==> src/rtl/npu_cmd_dispatcher.sv <==
// npu_cmd_dispatcher: queues softcore custom instructions and runs them one at a time on the NPU.
// Optional WAIT-state watchdog is compiled in when NPU_DISPATCH_TIMEOUT_EN is defined.
module npu_cmd_dispatcher #(
  parameter int DEPTH          = 4,
  parameter int TIMEOUT_CYCLES = 1024
) (
  input  logic        clk,
  input  logic        rst_n,
  input  logic        cmd_valid,
  input  logic [31:0] cmd_instr,
  output logic        cmd_ready,
  output logic        npu_cmd_valid,
  output logic [31:0] npu_cmd_data,
  input  logic        npu_cmd_ready,
  input  logic [31:0] npu_result,
  input  logic        npu_result_valid,
  output logic        rsp_valid,
  output logic [31:0] rsp_data,
  input  logic        rsp_ready,
  input  logic        clr_status,
  output logic        busy,
  output logic        overflow,
  output logic        timeout
);
  localparam int PTR_W = (DEPTH > 1) ? $clog2(DEPTH) : 1;
  localparam int CNT_W = PTR_W + 1;

  if (DEPTH < 2 || (DEPTH & (DEPTH - 1)) != 0 || TIMEOUT_CYCLES < 1) begin : g_param_check
    $error("npu_cmd_dispatcher: DEPTH must be a power of two >= 2 and TIMEOUT_CYCLES >= 1");
  end

  typedef enum logic [1:0] {S_IDLE, S_ISSUE, S_WAIT, S_RESP} state_t;

  state_t             state;
  logic [31:0]        mem [DEPTH];
  logic [PTR_W-1:0]   wr_ptr;
  logic [PTR_W-1:0]   rd_ptr;
  logic [CNT_W-1:0]   count;
  logic               push;
  logic               pop;

  assign cmd_ready = (count != CNT_W'(DEPTH));
  assign push      = cmd_valid && cmd_ready;
  assign pop       = (state == S_ISSUE) && npu_cmd_ready;
  assign busy      = (state != S_IDLE) || (count != '0);

`ifdef NPU_DISPATCH_TIMEOUT_EN
  localparam int          WD_W         = $clog2(TIMEOUT_CYCLES + 1);
  localparam logic [31:0] TIMEOUT_WORD = 32'hDEAD0001;

  logic [WD_W-1:0] wd_cnt;
  logic            wd_expire;

  // Expiry fires on the TIMEOUT_CYCLES-th cycle spent in WAIT; a result in that same cycle wins.
  assign wd_expire = (state == S_WAIT) && (wd_cnt == WD_W'(TIMEOUT_CYCLES - 1));

  always_ff @(posedge clk or negedge rst_n) begin
    if (!rst_n) begin
      wd_cnt  <= '0;
      timeout <= 1'b0;
    end else begin
      if (state != S_WAIT)
        wd_cnt <= '0;
      else if (!npu_result_valid && !wd_expire)
        wd_cnt <= wd_cnt + WD_W'(1);
      if (wd_expire && !npu_result_valid)
        timeout <= 1'b1;
      else if (clr_status)
        timeout <= 1'b0;
    end
  end
`else
  assign timeout = 1'b0;
`endif

  // Command FIFO storage is data only and is never reset; pointers and count are.
  always_ff @(posedge clk) begin
    if (push)
      mem[wr_ptr] <= cmd_instr;
  end

  always_ff @(posedge clk or negedge rst_n) begin
    if (!rst_n) begin
      wr_ptr <= '0;
      rd_ptr <= '0;
      count  <= '0;
    end else begin
      if (push)
        wr_ptr <= wr_ptr + PTR_W'(1);
      if (pop)
        rd_ptr <= rd_ptr + PTR_W'(1);
      unique case ({push, pop})
        2'b10:   count <= count + CNT_W'(1);
        2'b01:   count <= count - CNT_W'(1);
        default: count <= count;
      endcase
    end
  end

  always_ff @(posedge clk or negedge rst_n) begin
    if (!rst_n)
      overflow <= 1'b0;
    else if (cmd_valid && !cmd_ready)
      overflow <= 1'b1;
    else if (clr_status)
      overflow <= 1'b0;
  end

  // Only one command is ever outstanding: the next head is fetched only after RESP drains.
  always_ff @(posedge clk or negedge rst_n) begin
    if (!rst_n) begin
      state         <= S_IDLE;
      npu_cmd_valid <= 1'b0;
      npu_cmd_data  <= '0;
      rsp_valid     <= 1'b0;
      rsp_data      <= '0;
    end else begin
      unique case (state)
        S_IDLE: begin
          if (count != '0) begin
            state         <= S_ISSUE;
            npu_cmd_valid <= 1'b1;
            npu_cmd_data  <= mem[rd_ptr];
          end
        end
        S_ISSUE: begin
          if (npu_cmd_ready) begin
            state         <= S_WAIT;
            npu_cmd_valid <= 1'b0;
          end
        end
        S_WAIT: begin
          if (npu_result_valid) begin
            state     <= S_RESP;
            rsp_valid <= 1'b1;
            rsp_data  <= npu_result;
          end
`ifdef NPU_DISPATCH_TIMEOUT_EN
          else if (wd_expire) begin
            state     <= S_RESP;
            rsp_valid <= 1'b1;
            rsp_data  <= TIMEOUT_WORD;
          end
`endif
        end
        S_RESP: begin
          if (rsp_ready) begin
            state     <= S_IDLE;
            rsp_valid <= 1'b0;
          end
        end
        default: begin
          state         <= S_IDLE;
          npu_cmd_valid <= 1'b0;
          rsp_valid     <= 1'b0;
        end
      endcase
    end
  end

endmodule

==> config.mk <==
export PLATFORM = sky130hd
export DESIGN_NAME = npu_cmd_dispatcher
export DESIGN_NICKNAME = d
export VERILOG_FILES = /design/src/rtl/npu_cmd_dispatcher.sv
export SDC_FILE = /design/constraint.sdc
export NUM_CORES = 1
export LEC_CHECK = 0
export CORE_ASPECT_RATIO = 0.7
export CORE_MARGIN = 1.5
export CORE_UTILIZATION = 45
export CTS_BUF_LIST = sky130_fd_sc_hd__clkbuf_4 sky130_fd_sc_hd__clkbuf_8
export DETAILED_ROUTE_END_ITERATION = 6
export PLACE_DENSITY = 0.7
export SYNTH_ARGS = -nofsm -noshare
export SYNTH_HDL_FRONTEND = slang
export SYNTH_SLANG_ARGS = --single-unit
==> constraint.sdc <==
create_clock -name clk -period 3.18 [get_ports clk]
set_clock_uncertainty 0.15 [all_clocks]
set_input_delay 0.636 -clock clk [delete_from_list [all_inputs] [get_ports clk]]
set_output_delay 0.636 -clock clk [all_outputs]
set_load 0.01 [all_outputs]
# Word-level counts from Yosys, hierarchy flattened
# Memory sizes are Yosys's and may differ from the RTL's. A register that Yosys moved wholly into a read port is not among the register bits.
# Cells that the tools add are included.
# totals
mem_bits_rw	128
wordCells	57
output_inout_bits	70
reg_bits	44
n_memories	1
# op_classes
mux	16
reduce_logical	18
add_sub_neg	4
n_eq_ne	10
# memory_table
memory	words	width	read_ports	rd_clocked_by_memory_dff	wr	line_no	source
mem	4	32	1	1	1	35	logic [31:0] mem [DEPTH];
# ops
cell	n
$reduce_bool 2->1	5
$mux 1	8
$mux 2	4
$ne 2x2->1 const B	4
$pmux 2 s4	1
$eq 2x2->1 const B	3
$pmux 3 s2	1
$reduce_and 3->1	2
$add 2x1->2 const B	2
$eq 2x1->1 const B	2
$pmux 1 s2	2
$reduce_and 2->1	2
$reduce_and 4->1	1
$add 3x1->3 const B	1
$logic_and 1x1->1	3
$ne 3x3->1 const B	1
$reduce_bool 3->1	1
$sub 3x1->3 const B	1
$logic_not 1->1	2
$logic_not 2->1	1
$logic_or 1x1->1	1

# Logic depth before layout (Yosys ltp)
# Gate-level depths: netlist of run 1.
# logic_depth
word_depth	4
depth_mapped	9

# Worst setup path before layout of run 1
# Ideal clock, no wire load.
# synth_timing
path_type	input to register
start	in cmd_valid
end	mem mem[0][0], enable pin
required_ps	2638
arrival_time_ps	1798
path_buffers	0
setup_slack_ps	840
setup_ps	392
stages	2
cell_sequence	nor2b_1 and2_1
# synth_via
elab_chain_cells	3
# synth_lines
item	line_no	source
start, declared	9	input logic cmd_valid,
$logic_and 1x1->1	43	assign push = cmd_valid && cmd_ready;
$mux 1	78	if (push)
$mux 1 (implied by the code)	79	mem[wr_ptr] <= cmd_instr;
end, declared	35	
# No other way between the ends.

# Final worst setup path of run 1
# layout_timing
start	reg state[0]
end	out busy
# layout_via
elab_chain_cells	2
# layout_lines
item	line_no	source
start, declared	34	state_t state;
start signal, assigned	112	state <= S_IDLE;
start signal, assigned	121	state <= S_ISSUE;
start signal, assigned	128	state <= S_WAIT;
$reduce_bool 2->1	45	assign busy = (state != S_IDLE) || (count != '0);
$logic_or 1x1->1	45	
end, declared	21	output logic busy,
# No other way between the ends.

==> results by group, run 1 <==
Cells and area
  – Layout Nets: 620
  – Share of cells above drive strength 1: 29.13%
  – FILL cells: 1257
  – Synthesis-to-layout area growth: 30.03%
  – Post-route cell area: 10130 um^2

Floorplanning
  – Die height: 113.1 um
  – Die Wd: 160.2 um
  – I/O pin count: 141
  – FP Rows: 40
  – Core area: 17070 um^2
  – Die area: 18120 um^2
  – Initial Util: 45.63%

Power
  – Power Dens Cells: 947.5 nW/um^2
  – Comb power frac: 34.2%
  – Switch share: 28.44%
  – Seq pwr share: 43.8%
  – Clock network fraction of total power: 22.0%
  – Psw: 0.002728 W
  – Maximum vdd drop: 431.7 uV
  – LEAKAGE: 3.739 nW
  – Internal Power: 0.006866 W

Logic synthesis
  – Adder-cell share of the synthesized area: 1.703%
  – Post-synth EDFFs: 128
  – Seq/Total Area, Yosys: 73.78%
  – Complex-gate fraction of the synthesized area: 0.9319%
  – Synth Instances: 374
  – Count leader, synth: edfxtp_1
  – Cell Area, Synth: 7787 um^2
  – Largest area contributor in the netlist: edfxtp_1
  – Synth unique cells: 27
  – Yosys warnings: 0
  – Post-Syn Area per Cell: 20.82 um^2
  – Area share of and/or/nand/nor cells after synthesis: 1.462%
  – FF+latch count, synth: 204
  – Xor-xnor portion of the synthesized cell area: 0.6748%
  – Largest family of logic cells by synthesized area: multiplexers
  – Commonest cells in the netlist: edfxtp_1, dfrtp_1, mux2_2
  – Share of the synthesized area in the top cell type: 49.36%
  – Ys async rst share: 37.25%
  – Mux share of post-synthesis cell area: 19.38%
  – Synth area leaders: edfxtp_1, dfrtp_1, mux2_2
  – Post-synth net total: 455
  – Synth Flop Type: edfxtp_1

Timing
  – Fmax: 333.7 MHz
  – Tmin final: 2.996 ns
  – Slew @ Worst Pin: 0.9897 ns
  – RSZ-0062 raised after global routing: false
  – Max-Slew Margin vs Limit: 34.02%
  – Setup TNS: 0 ns
  – Tcrit/Tclk final: 94.23%
  – Hold slack: 0.3535 ns
  – Max Slew Vio Count: 0
  – Final hold violation count: 0
  – Final setup fails: 0

CTS
  – Clk slew on worst S/H paths: 0.06 ns
  – CTS tree: built
  – CTS buffer count: 30
  – Clock Tree Root: clkbuf_8
  – CTS H-tree lvls: 1
  – CTS sink cnt: 204
  – Setup bufs post-CTS: 0
  – Post_cts resized: 0
  – Clk buf depth: 3
  – Hold Buf Count CTS: 1
  – Worst skew pair latency: 0.54 ns

Critical path
  – Max FO, Critical Path: 3
  – Crit-path cells: inv_1 > ha_1 > nor4b_4 > inv_1 > clkdlybuf4s50_1
  – Max incr delay on CP: 0.48 ns
  – Worst path buffer plus inverter count: 3
  – CP endpoint kind: output pin
  – Most used cell, CP: inv_1
  – Crit start category: register
  – Top delay family on crit path: buffers and inverters
  – Setup Crit Path Kind: reg2out
  – CP max stage cell: clkdlybuf4s50_1
  – Critical path required time: 2.39 ns
  – Critical Path AT: 2.21 ns

GRT
  – Largest net degree at the start of global routing: 77
  – Met1 Usage GRT: 22.33%
  – Global-route wire length before repair: 22250 um
  – Vias in the first global route: 4129
  – Met3 Use GR: 4.399%
  – Busiest grt layer: met2
  – Initial antenna violation count: 0
  – M2 GR Usage: 25.07%
  – Total track usage: 15.98%
  – Overflow after GRT: 0

Routing
  – Vias per inst: 4.844
  – DRC: 0
  – DR pass1 iterations: 5
  – Routed Antenna Nets: 0
  – Vias: 3851
  – Routed len/inst: 17.82 um
  – Iteration-0 DRC Markers: 220
  – Final wirelength: 14170 um

Job
  – Max-Cap Viols: 0

Place
  – Port Buf Inserts: 139
  – Gpl congestion: 0.6855
  – Post-DP Area: 9499 um^2
  – DP HPWL: 8951 um

Status
  – Outcome: finished clean

Hold path
  – HP Class: reg2reg
-- cell type report --
cell class	instances	area (um^2)	share of cell area [%]
Inverter	13	48.80	0.4819
Multi-Input combinational cell	142	1889	18.66
Clock inverter	8	35.03	0.3460
Clock buffer	48	579.3	5.721
Tap cell	231	289.0	2.854
Sequential cell	204	5748	56.76
Timing Repair Buffer	148	1534	15.15
Antenna cell	1	2.502	0.02471
-- placed cells by master (no fill, tap or decap), types with 4 or more instances in the layout --
cell type,netlist,routed
dfrtp_1,76,74
clkbuf_4,0,13
mux2_2,66,66
clkinv_1,0,4
inv_1,13,13
mux4_1,4,4
buf_12,0,6
ha_1,9,9
and2_2,0,4
nand2_1,5,5
clkdlybuf4s50_1,0,138
edfxtp_1,128,128
clkbuf_8,0,35
clkinv_2,0,4
mux4_2,28,28
nor2b_1,4,4
-- metal layers --
metal  wire (um)  vias to the layer above  part of all wire, %
li1            -                     1783                    -
met2        6872                       98                   49
met5           0                        -                    0
met4         175                        0                  1.2
met3         784                       15                  5.5
met1        6335                     1955                   45
-- flip-flops by register name (all words and copies together) (netlist names) --
signal,cells
wr_ptr,2
overflow,1
npu_cmd_data,32
rd_ptr,2
count,3
rsp_data,32
mem,128
npu_cmd_valid,1
rsp_valid,1
state,2
-- power by group through the flow --
stage | clock (W) | sequential, W | combinational, W
2_1_floorplan | 0 | 0.00426 | 0.00183
3_3_place_gp | 0 | 0.00422 | 0.00327
3_5_place_dp | 0 | 0.00427 | 0.00334
4_1_cts | 0.00217 | 0.00423 | 0.00335
5_1_grt | 0.00230 | 0.00431 | 0.00352
6_report | 0.00211 | 0.00420 | 0.00328
-- final timing paths --
check                                startpoint              end  slack [ns]  cells past startpoint
worst min register to register  npu_cmd_data[2]  npu_cmd_data[2]        0.35                      1
max in group asynchronous                 rst_n        rd_ptr[1]        1.99                      3
worst max register to register         count[1]         count[2]        0.75                      9
worst max-delay path                   state[0]             busy        0.18                      5
worst min-delay path            npu_cmd_data[2]  npu_cmd_data[2]        0.35                      1
min in group asynchronous                 rst_n      rsp_data[9]        0.52                      3
-- cell families (layout without fill, tap and decap cells) --
kind of cell,count (synthesis),in the layout
AOI/OAI and AO/OA,6,6
xor gates and xnor gates,6,6
adders and majority gates,10,10
buffers and inverters,28,217
DFF,204,204
muxes,101,101
other,1,2
and+or+nand+nor,18,18
-- through the flow --
step                      util, %  power [W]  instances  worst slack, ns
final                       59.33   0.009594        795           0.1835
after global routing        59.32    0.01013        794          0.05563
after detailed placement    55.66   0.007611        737           0.4820
after CTS                   59.32   0.009748        794           0.1136
after global placement      55.66   0.007497        737           0.5051
after floorplan                 -   0.006094        374           0.8402
Note: power is estimated with default switching activity, not from simulation.
==> run 2: changes to the inputs <==
Settings changed: REMOVE_ABC_BUFFERS set to 1.
Clock period 3.18 ns to 3.8 ns, I/O delays scaled along.
==> run 2 against run 1 <==
  * Sequential cell count unchanged
  * Die area unchanged
  * First-iteration DRC count down 21%
  * Count of clock-buffer cells in the layout down 6
  * Via count up 0.99%
  * Non-clock buffer count up 1
  * Critical path depth unchanged
  * Largest cell class unchanged
  * Global-route usage about the same
  * Critical endpoint unchanged
==> results by group, run 2 (synthesis results as in run 1) <==
Critical path
  – R2r setup slk: 1.31 ns (was 0.75 ns)
  – Setup Crit Path Kind: reg2out (unchanged)
  – Most used cell, CP: inv_1 (unchanged)
  – WP depth: 5 (unchanged)
  – Crit start category: register (unchanged)
  – Crit. Startpoint: state[0] (unchanged)
  – Critical path required time: 2.89 ns (was 2.39 ns)
  – CP max stage cell: clkdlybuf4s50_1 (unchanged)
  – Crit-path cells: inv_1 > ha_1 > nor4b_4 > inv_1 > clkdlybuf4s50_1 (unchanged)
  – Critical Path End: busy (unchanged)
  – Max incr delay on CP: 0.49 ns (was 0.48 ns)
  – Worst R2R End: mem[1][12] (was count[2])
  – CP endpoint kind: output pin (unchanged)
  – Max FO, Critical Path: 3 (unchanged)
  – RR Startpoint: count[2] (was count[1])
  – Length in cells of the worst reg-to-reg path: 4 (was 9)
  – Top delay family on crit path: buffers and inverters (unchanged)
  – Worst path buffer plus inverter count: 3 (unchanged)
  – Critical Path AT: 2.19 ns (was 2.21 ns)

Cells and area
  – Commonest non-fill, non-tap cell in the layout: clkdlybuf4s50_1 (unchanged)
  – Area of the multi-input gates: 1889 um^2 (unchanged)
  – Register Area: 5748 um^2 (unchanged)
  – Largest Register: mem (unchanged)
  – Max reg flops: 128 (unchanged)
  – FILL cells: 1265 (was 1257)
  – Layout Nets: 621 (was 620)
  – ANT cells: 0 (was 1)
  – Commonest cells after routing, fill and taps aside: clkdlybuf4s50_1, edfxtp_1, dfrtp_1, mux2_2, clkbuf_8 (unchanged)
  – Largest regs: mem x128, npu_cmd_data x32, rsp_data x32 (unchanged)
  – Final Util: 58.62% (was 59.33%)
  – Share of cells above drive strength 1: 27.89% (was 29.13%)
  – Synthesis-to-layout area growth: 28.47% (was 30.03%)

Place
  – Port Buf Inserts: 139 (unchanged)
  – Gpl congestion: 0.8017 (was 0.6855)
  – DP HPWL: 9337 um (was 8951 um)

GRT
  – Vias in the first global route: 4224 (was 4129)
  – Total track usage: 15.93% (was 15.98%)
  – Largest net degree at the start of global routing: 77 (unchanged)
  – Global-route wire length before repair: 22180 um (was 22250 um)
  – Overflow after GRT: 0 (unchanged)
  – Initial antenna violation count: 0 (unchanged)

CTS
  – Clock Tree Root: clkbuf_8 (unchanged)
  – Setup bufs post-CTS: 0 (unchanged)
  – CTS sink cnt: 204 (unchanged)
  – CTS buffer count: 30 (unchanged)
  – Clk buf depth: 3 (unchanged)
  – Post_cts resized: 0 (unchanged)
  – CTS tree: built (unchanged)
  – Hold Buf Count CTS: 0 (was 1)
  – Clk slew on worst S/H paths: 0.07 ns (was 0.06 ns)
  – CTS H-tree lvls: 1 (unchanged)
  – Worst skew pair latency: 0.54 ns (about the same)

Routing
  – Vias: 3889 (was 3851)
  – DRC: 0 (unchanged)
  – Vias per inst: 4.898 (was 4.844)
  – Routed len/inst: 17.69 um (was 17.82 um)
  – DR pass1 iterations: 4 (was 5)
  – Routed Antenna Nets: 0 (unchanged)
  – Final wirelength: 14040 um (was 14170 um)
  – Iteration-0 DRC Markers: 174 (was 220)

Timing
  – RSZ-0062 raised after global routing: false (unchanged)
  – Setup TNS: 0 ns (unchanged)
  – Tmin final: 3.104 ns
  – Max Slew Vio Count: 0 (unchanged)
  – Final hold violation count: 0 (unchanged)
  – Final setup fails: 0 (unchanged)
  – Hold slack: 0.2227 ns (was 0.3535 ns)
  – Tcrit/Tclk final: 81.69%
  – Slew @ Worst Pin: 0.9861 ns (was 0.9897 ns)
  – Fmax: 322.1 MHz
  – Max-Slew Margin vs Limit: 34.26% (was 34.02%)

Floorplanning
  – Initial Util: 45.63% (unchanged)
  – FP Rows: 40 (unchanged)
  – Core area: 17070 um^2 (unchanged)
  – Die area: 18120 um^2 (unchanged)
  – Die Wd: 160.2 um (unchanged)
  – I/O pin count: 141 (unchanged)
  – Die height: 113.1 um (unchanged)

Status
  – Outcome: finished clean (unchanged)

Job
  – Max-Cap Viols: 0 (unchanged)

Power
  – Power Dens Cells: 785.8 nW/um^2 (was 947.5 nW/um^2)
  – LEAKAGE: 3.689 nW (was 3.739 nW)
  – Maximum vdd drop: 357.5 uV (was 431.7 uV)

Hold path
  – HP Class: in2async (was reg2reg)
-- run 2: cell types whose count changed in the layout (fill, tap and decap cells not counted), sizes merged --
| cell | delta |
|---|---|
| buf | +2 |
| diode | -1 |
| dlygate4sd3 | -1 |
| clkbuf | -6 |
| clkinv | +5 |
-- run 2: power breakdown --
| group | internal [W] | total, W | switching (W) |
|---|---|---|---|
| combinational | 0.00165 | 0.00272 | 0.00107 |
| sequential | 0.00310 | 0.00351 | 0.000412 |
| clock | 0.000868 | 0.00163 | 0.000764 |
| total | 0.00562 | 0.00786 | 0.00224 |
-- run 2: stage by stage --
step	worst slack [ns]	cell area [um^2]	total power, W	std cells
2_1_floorplan	1.212	7679	0.005012	359
3_3_place_gp	0.7500	9439	0.006237	739
3_5_place_dp	0.6716	9439	0.006329	739
4_1_cts	0.6523	10000	0.007992	794
5_1_grt	0.5564	10000	0.008306	794
6_report	0.6956	10000	0.007862	794
-- run 2: how the worst min path moves through the flow --
stage                       endpoint  slack (ns)  cells after the start
floorplan                   count[0]        0.31                      0
global route             rsp_data[4]        0.31                      1
CTS                  npu_cmd_data[1]        0.27                      1
global placement         rsp_data[5]        0.34                      1
detailed placement  npu_cmd_data[18]        0.34                      1
finish                      state[0]        0.22                      1
-- run 2: final cells by class --
cell class              count  area share (%)
flip-flops and latches    204           57.45
repair buffers            149           14.63
inverters                  13          0.4877
multi-input cells         142           18.88
clock inverters            13          0.5002
well taps                 231           2.889
clock buffers              42           5.153
-- run 2: metal layers --
layer / vias to the layer above / part of all wire (%) / GRT usage (%)
met5: - / 0 / 0
met4: 0 / 1.6 / 4.237
met3: 18 / 5.2 / 3.849
met2: 104 / 49 / 26.52
met1: 1994 / 44 / 21.29
li1: 1773 / - / -
==> patch 1: new RTL, config.mk and constraints of run 1 <==
Add a define of `NPU_DISPATCH_TIMEOUT_EN`.
--- a/src/rtl/npu_cmd_dispatcher.sv
+++ b/src/rtl/npu_cmd_dispatcher.sv
@@ -1,5 +1,7 @@
 // npu_cmd_dispatcher: queues softcore custom instructions and runs them one at a time on the NPU.
 // Optional WAIT-state watchdog is compiled in when NPU_DISPATCH_TIMEOUT_EN is defined.
+`define NPU_DISPATCH_TIMEOUT_EN
+
 module npu_cmd_dispatcher #(
   parameter int DEPTH          = 4,
   parameter int TIMEOUT_CYCLES = 1024
Check against the original RTL: no difference found for any inputs over 4 cycles, from zero or initial values and one cycle with rst_n low; that may be too few to reach the edited logic, so the function may still have changed.
==> patch 1 against run 1 <==
- synthesized area is 6.5% higher
- via count is 18% higher
- cell area is 5.3% higher
- routed wire length is 14% higher
- highest routed layer unchanged
- first-iteration DRC count is 5.9% higher
- sequential cell count is 12 higher
- largest cell class unchanged
- setup slack better by 0.20 ns
- sequential power is 4% higher
- power is 1.5% higher
==> patch 1: results (changes against run 1) <==
| Metric | Value |
|---|---|
| ANT cells | `0 (-1)` |
| CTS H-tree depth | `1 (unchanged)` |
| Fillcell total | `1338 (+6.4%)` |
| Worst-path clk slew | `0.06 ns (about the same)` |
| Post-synth top cells | `128 x edfxtp_1, 88 x dfrtp_1, 33 x mux2_2` |
| Post-synthesis sequential area ratio | `72.9% (-0.90 points)` |
| Root Driver | `clkbuf_8` |
| Initial DRT Pass Iterations | `4 (-1)` |
| Clk_lat worst skew | `0.55 ns` |
| DRT iter0 DRCs | `233 (+5.9%)` |
| Synth unique cells | `49 (+81%)` |
| Top cells by area in the synthesized netlist | `edfxtp_1 46%, dfrtp_1 27%, mux4_2 8.7%` |
| Crit path largest cell delay | `0.52 ns (+0.04 ns)` |
| VDD IR max | `0.430 mV (-0.41%)` |
| Rel. slew slack | `40.0% (+6.0 points)` |
| Number of CTS-inserted buffers | `31 (+3.3%)` |
| Post-CTS setup buffer count | `0 (unchanged)` |
| DP Wirelength | `10.3 mm (+15%)` |
| Placer Congestion | `0.797 (+16%)` |
| Deepest clock path buffer count | `3 (unchanged)` |
| Leak | `3.94 nW (+5.2%)` |
| Status | `finished clean` |
| PortBufs | `140 (+0.72%)` |
| Pin count of the biggest net entering global routing | `48 (-38%)` |
| Post-synth EDFFs | `128 (unchanged)` |
| Mapped Nets | `522 (+15%)` |
| Vias in the first global route | `4701 (+14%)` |
| Wire length of the first global-routing pass | `24.8 mm (+12%)` |
| GRT Util Overall | `17.0% (+1.1 points)` |
| WP data arrival | `2.01 ns (-0.20 ns)` |
| Area share of the largest cell type after synthesis | `46.3% (-3.0 points)` |
| Worst hold path class | `reg -> reg` |
| Share of layout cells above drive strength 1 | `22.1% (-7.0 points)` |
| Vias | `4525 (+18%)` |
| Ys async rst share | `40.7% (+3.5 points)` |
| CP max-delay cell | `or4b_1` |
| DRT Wirelength | `16.2 mm (+14%)` |
| Initial antenna violation count | `0 (unchanged)` |
| Top Registers | `mem: 128 flops, npu_cmd_data: 32 flops, rsp_data: 32 flops` |
| Fin nets | `687 (+11%)` |
| Ys Warns | `0 (unchanged)` |
| CP Max Fanout | `4 (+1)` |
-- patch 1: cell count changes in the layout (fill, tap and decap cells not counted), sizes merged, moves of 4 or more --
cell           run 1  this run
mux2              66        34
a22o               1        20
dfrtp             76        88
o22a               0        12
clkinv             8        15
nor2               2         9
clkbuf            48        42
nand2              5        11
o21ai              2         7
xor2               3         8
a21oi              1         5
and3               0         4
-- patch 1: cells by family after synthesis --
family	share of synthesized area [%]
fa+ha+maj	1.90
buf+inv	1.63
simple gates	3.14
flops	72.9
xor+xnor	1.16
mux	13.3
compound gates	5.99
-- patch 1: layer usage --
layer	wire length (um)	GRT usage [%]
met5	0	0
met4	291	4.86
met3	1070	4.12
met2	7310	26.9
met1	7510	23.8
-- patch 1: power breakdown --
part / switching [W] / internal (W)
logic: 0.00134 / 0.00191
clock network: 0.000983 / 0.00115
registers: 0.000517 / 0.00384
-- patch 1: final timing paths --
| kind | from | end | slack (ns) | depth (start not counted) |
|---|---|---|---|---|
| max in group asynchronous | rst_n | rd_ptr[0] | 1.69 | 3 |
| hold reg to reg | timeout | timeout | 0.35 | 1 |
| min in group asynchronous | rst_n | rsp_data[16] | 0.49 | 2 |
| setup reg to reg | wd_cnt[0] | rsp_data[8] | 0.85 | 5 |
| setup / recovery | state[0] | busy | 0.38 | 4 |
| hold / removal | timeout | timeout | 0.35 | 1 |
-- patch 1: critical path: cells and delay by family, from the launching register on --
family / cells / cell delay (ns)
buffers and inverters: 2 / 0.33
flip-flops: 1 / 0.41
adder cells (fa/ha/maj): 1 / 0.22
AND/OR/NAND/NOR: 1 / 0.52
-- patch 1: cell type report --
| cell class | instances | area [um2] | area share [%] |
|---|---|---|---|
| sequential | 216 | 6050 | 56.7 |
| multi-input combinational | 192 | 2130 | 20.0 |
| timing repair buffer | 151 | 1520 | 14.3 |
| clock buffer | 42 | 522 | 4.89 |
| tap | 236 | 295 | 2.77 |
| clock inverter | 16 | 96.3 | 0.904 |
| inverter | 12 | 45.0 | 0.423 |
-- patch 1: per-stage QoR --
| stage | cell area, um2 | setup WS, ns | utilization (%) | total power [W] | instances |
|---|---|---|---|---|---|
| 3_5_place_dp | 10000 | 0.536 | 55.5 | 0.00773 | 806 |
| 2_1_floorplan | 8300 | 1.14 | - | 0.00615 | 439 |
| 6_report | 10700 | 0.385 | 59.0 | 0.00974 | 865 |
| 5_1_grt | 10700 | 0.251 | 59.0 | 0.0103 | 865 |
| 3_3_place_gp | 10000 | 0.538 | 55.5 | 0.00761 | 806 |
| 4_1_cts | 10700 | 0.0268 | 59.0 | 0.00990 | 865 |
-- patch 1: what timing repair did --
action / in CTS / in global routing
gates resized for setup: 0 / 1
setup endpoints to repair: 0 / 1
hold buffers: 1 / 0
endpoints found under the hold margin: 41 / 0
==> patch 2: new RTL, config.mk and constraints of run 1 <==
Made on the original files. Register the output `overflow` once more, without a reset; this adds one clock of latency there. The other outputs are not delayed to match.
--- a/src/rtl/npu_cmd_dispatcher.sv
+++ b/src/rtl/npu_cmd_dispatcher.sv
@@ -24,6 +24,8 @@
 );
   localparam int PTR_W = (DEPTH > 1) ? $clog2(DEPTH) : 1;
   localparam int CNT_W = PTR_W + 1;
+
+  logic overflow_s0;
 
   if (DEPTH < 2 || (DEPTH & (DEPTH - 1)) != 0 || TIMEOUT_CYCLES < 1) begin : g_param_check
     $error("npu_cmd_dispatcher: DEPTH must be a power of two >= 2 and TIMEOUT_CYCLES >= 1");
@@ -99,11 +101,11 @@
 
   always_ff @(posedge clk or negedge rst_n) begin
     if (!rst_n)
-      overflow <= 1'b0;
+      overflow_s0 <= 1'b0;
     else if (cmd_valid && !cmd_ready)
-      overflow <= 1'b1;
+      overflow_s0 <= 1'b1;
     else if (clr_status)
-      overflow <= 1'b0;
+      overflow_s0 <= 1'b0;
   end
 
   // Only one command is ever outstanding: the next head is fetched only after RESP drains.
@@ -158,5 +160,9 @@
     end
   end
 
+  always_ff @(posedge clk) begin
+    overflow <= overflow_s0;
+  end
+
 endmodule
 
Check against the original RTL: not equivalent (a bounded check fails within 10 cycles, from zero or initial values and one cycle with rst_n low).
==> patch 2 against run 1 <==
- sequential power is essentially flat
- utilization grew 0.16 points
- count of clock-buffer cells in the layout decreased by 3
- critical path depth stayed put
- clock power barely moved
- cell area up 0.27%
- maximum frequency is 0.26% higher
- setup slack better by 0.0078 ns
- global-route usage is 0.062 points higher
- sequential cell count increased by 1
- synthesized area is 0.26% higher
- routed wire length is 0.42% higher
- die area up 0.26%
- power increased by 0.36%
- critical path type unchanged
==> patch 2: results (changes against run 1) <==
| Metric | Value |
|---|---|
| Pin count of the biggest net entering global routing | `48 (-38%)` |
| Vias | `3902 (+1.3%)` |
| Main flop type after synthesis | `edfxtp_1` |
| ANT cells | `0 (-1)` |
| Hold Path Stages | `0 (-1)` |
| WL per Instance | `17.9 um (+0.55%)` |
| Number of CTS-inserted buffers | `29 (-3.3%)` |
| Rel. slew slack | `44.5% (+11 points)` |
| Post-route worst setup slack | `0.191 ns (+0.00780 ns)` |
| Leak | `3.75 nW (+0.29%)` |
| GRT Util Overall | `16.0% (+0.062 points)` |
| Share of layout cells above drive strength 1 | `29.3% (+0.18 points)` |
| Hold-critical path endpoint | `overflow` |
| Synth unique cells | `28 (+3.7%)` |
| DP Wirelength | `9.11 mm (+1.7%)` |
| Fin nets | `622 (+0.32%)` |
| Ys async rst share | `37.1% (-0.18 points)` |
| Worst r2r path cells | `10 (+1)` |
| Fillcell total | `1275 (+1.4%)` |
| Reg-to-reg startpoint | `count[2]` |
| Synth Area in XOR/XNOR | `0.673% (-0.0017 points)` |
| Hold WS | `0.225 ns (-0.128 ns)` |
| Status | `finished clean` |
| Placed cells | `740 (+0.41%)` |
| Fraction of the mapped netlist area in adder cells | `1.70% (-0.0044 points)` |
| VDD IR max | `0.449 mV (+4.0%)` |
| Placed cell area | `9520 um2 (+0.24%)` |
| DRT iter0 DRCs | `236 (+7.3%)` |
| Post-synthesis sequential area ratio | `73.8% (about the same)` |
| Met1 global-route usage | `23.8% (+1.5 points)` |
| Mapped Nets | `456 (+0.22%)` |
| Top cells by area in the synthesized netlist | `edfxtp_1 49%, dfrtp_1 24%, mux2_2 9.5%` |
| WP data arrival | `2.20 ns` |
| Met2 GRT Util | `24.0% (-1.0 points)` |
| Post-Layout Cell Count | `794 (-0.13%)` |
| GR Util met3 | `3.78% (-0.62 points)` |
| Area fraction in compound gates after synthesis | `0.929% (-0.0024 points)` |
| Setup WS pre-CTS | `0.464 ns (-0.0175 ns)` |
| Vias in the first global route | `4103 (-0.63%)` |
| Multiplexer share of the synthesized area | `19.3% (-0.050 points)` |
| Initial DRT Pass Iterations | `4 (-1)` |
| Syn_area_per_cell | `20.8 um2 (about the same)` |
| Worst Hold Launch | `overflow_s0` |
| Wire length of the first global-routing pass | `22.5 mm (+0.96%)` |
==> patch 2: cell types whose count changed after synthesis, sizes merged <==
cell and delta:
dfxtp +1
==> patch 2: how the worst max path moves through the flow <==
stage / start / end / slack [ns] / depth (start not counted)
2_1_floorplan: cmd_valid / mem[0][0] / 0.84 / 2
3_3_place_gp: cmd_valid / count[2] / 0.54 / 10
3_5_place_dp: cmd_valid / count[2] / 0.46 / 10
4_1_cts: state[0] / busy / 0.13 / 5
5_1_grt: state[0] / busy / 0.07 / 5
6_report: state[0] / busy / 0.19 / 5
==> patch 2: cells by family (layout without fill, tap and decap cells) <==
logic type | after synthesis | after routing
fa+ha+maj | 10 | 10
simple gates | 18 | 18
flops | 205 | 205
compound gates | 6 | 6
buf+inv | 28 | 216
mux | 101 | 101
xor+xnor | 6 | 6
other cells | 1 | 1
==> patch 2: power breakdown <==
group          internal (W)  switching, W  leakage (nW)
Combinational       0.00201       0.00131          1.35
Sequential          0.00372      0.000482          2.07
Clock               0.00116      0.000945         0.331
Total               0.00689       0.00274          3.75
==> patch 2: final cells by class <==
class                   count  area share [%]
multi-input cells         142            18.6
inverters                  13           0.481
repair buffers            150            15.1
flip-flops and latches    205            56.8
clock inverters             8           0.394
clock buffers              45            5.73
well taps                 231            2.85
==> patch 2: per-layer routing <==
metal	wire [um]	part of all wire, %
met4	248	1.7
met3	1090	7.6
met5	0	0
met2	6320	44
met1	6580	46
==> patch 2: worst max-delay path: stages (launching register included) <==
cell and delay (ns):
dfrtp_1 0.40, inv_1 0.11, ha_1 0.26, nor4b_4 0.34
inv_1 0.08, clkdlybuf4s50_1 0.48
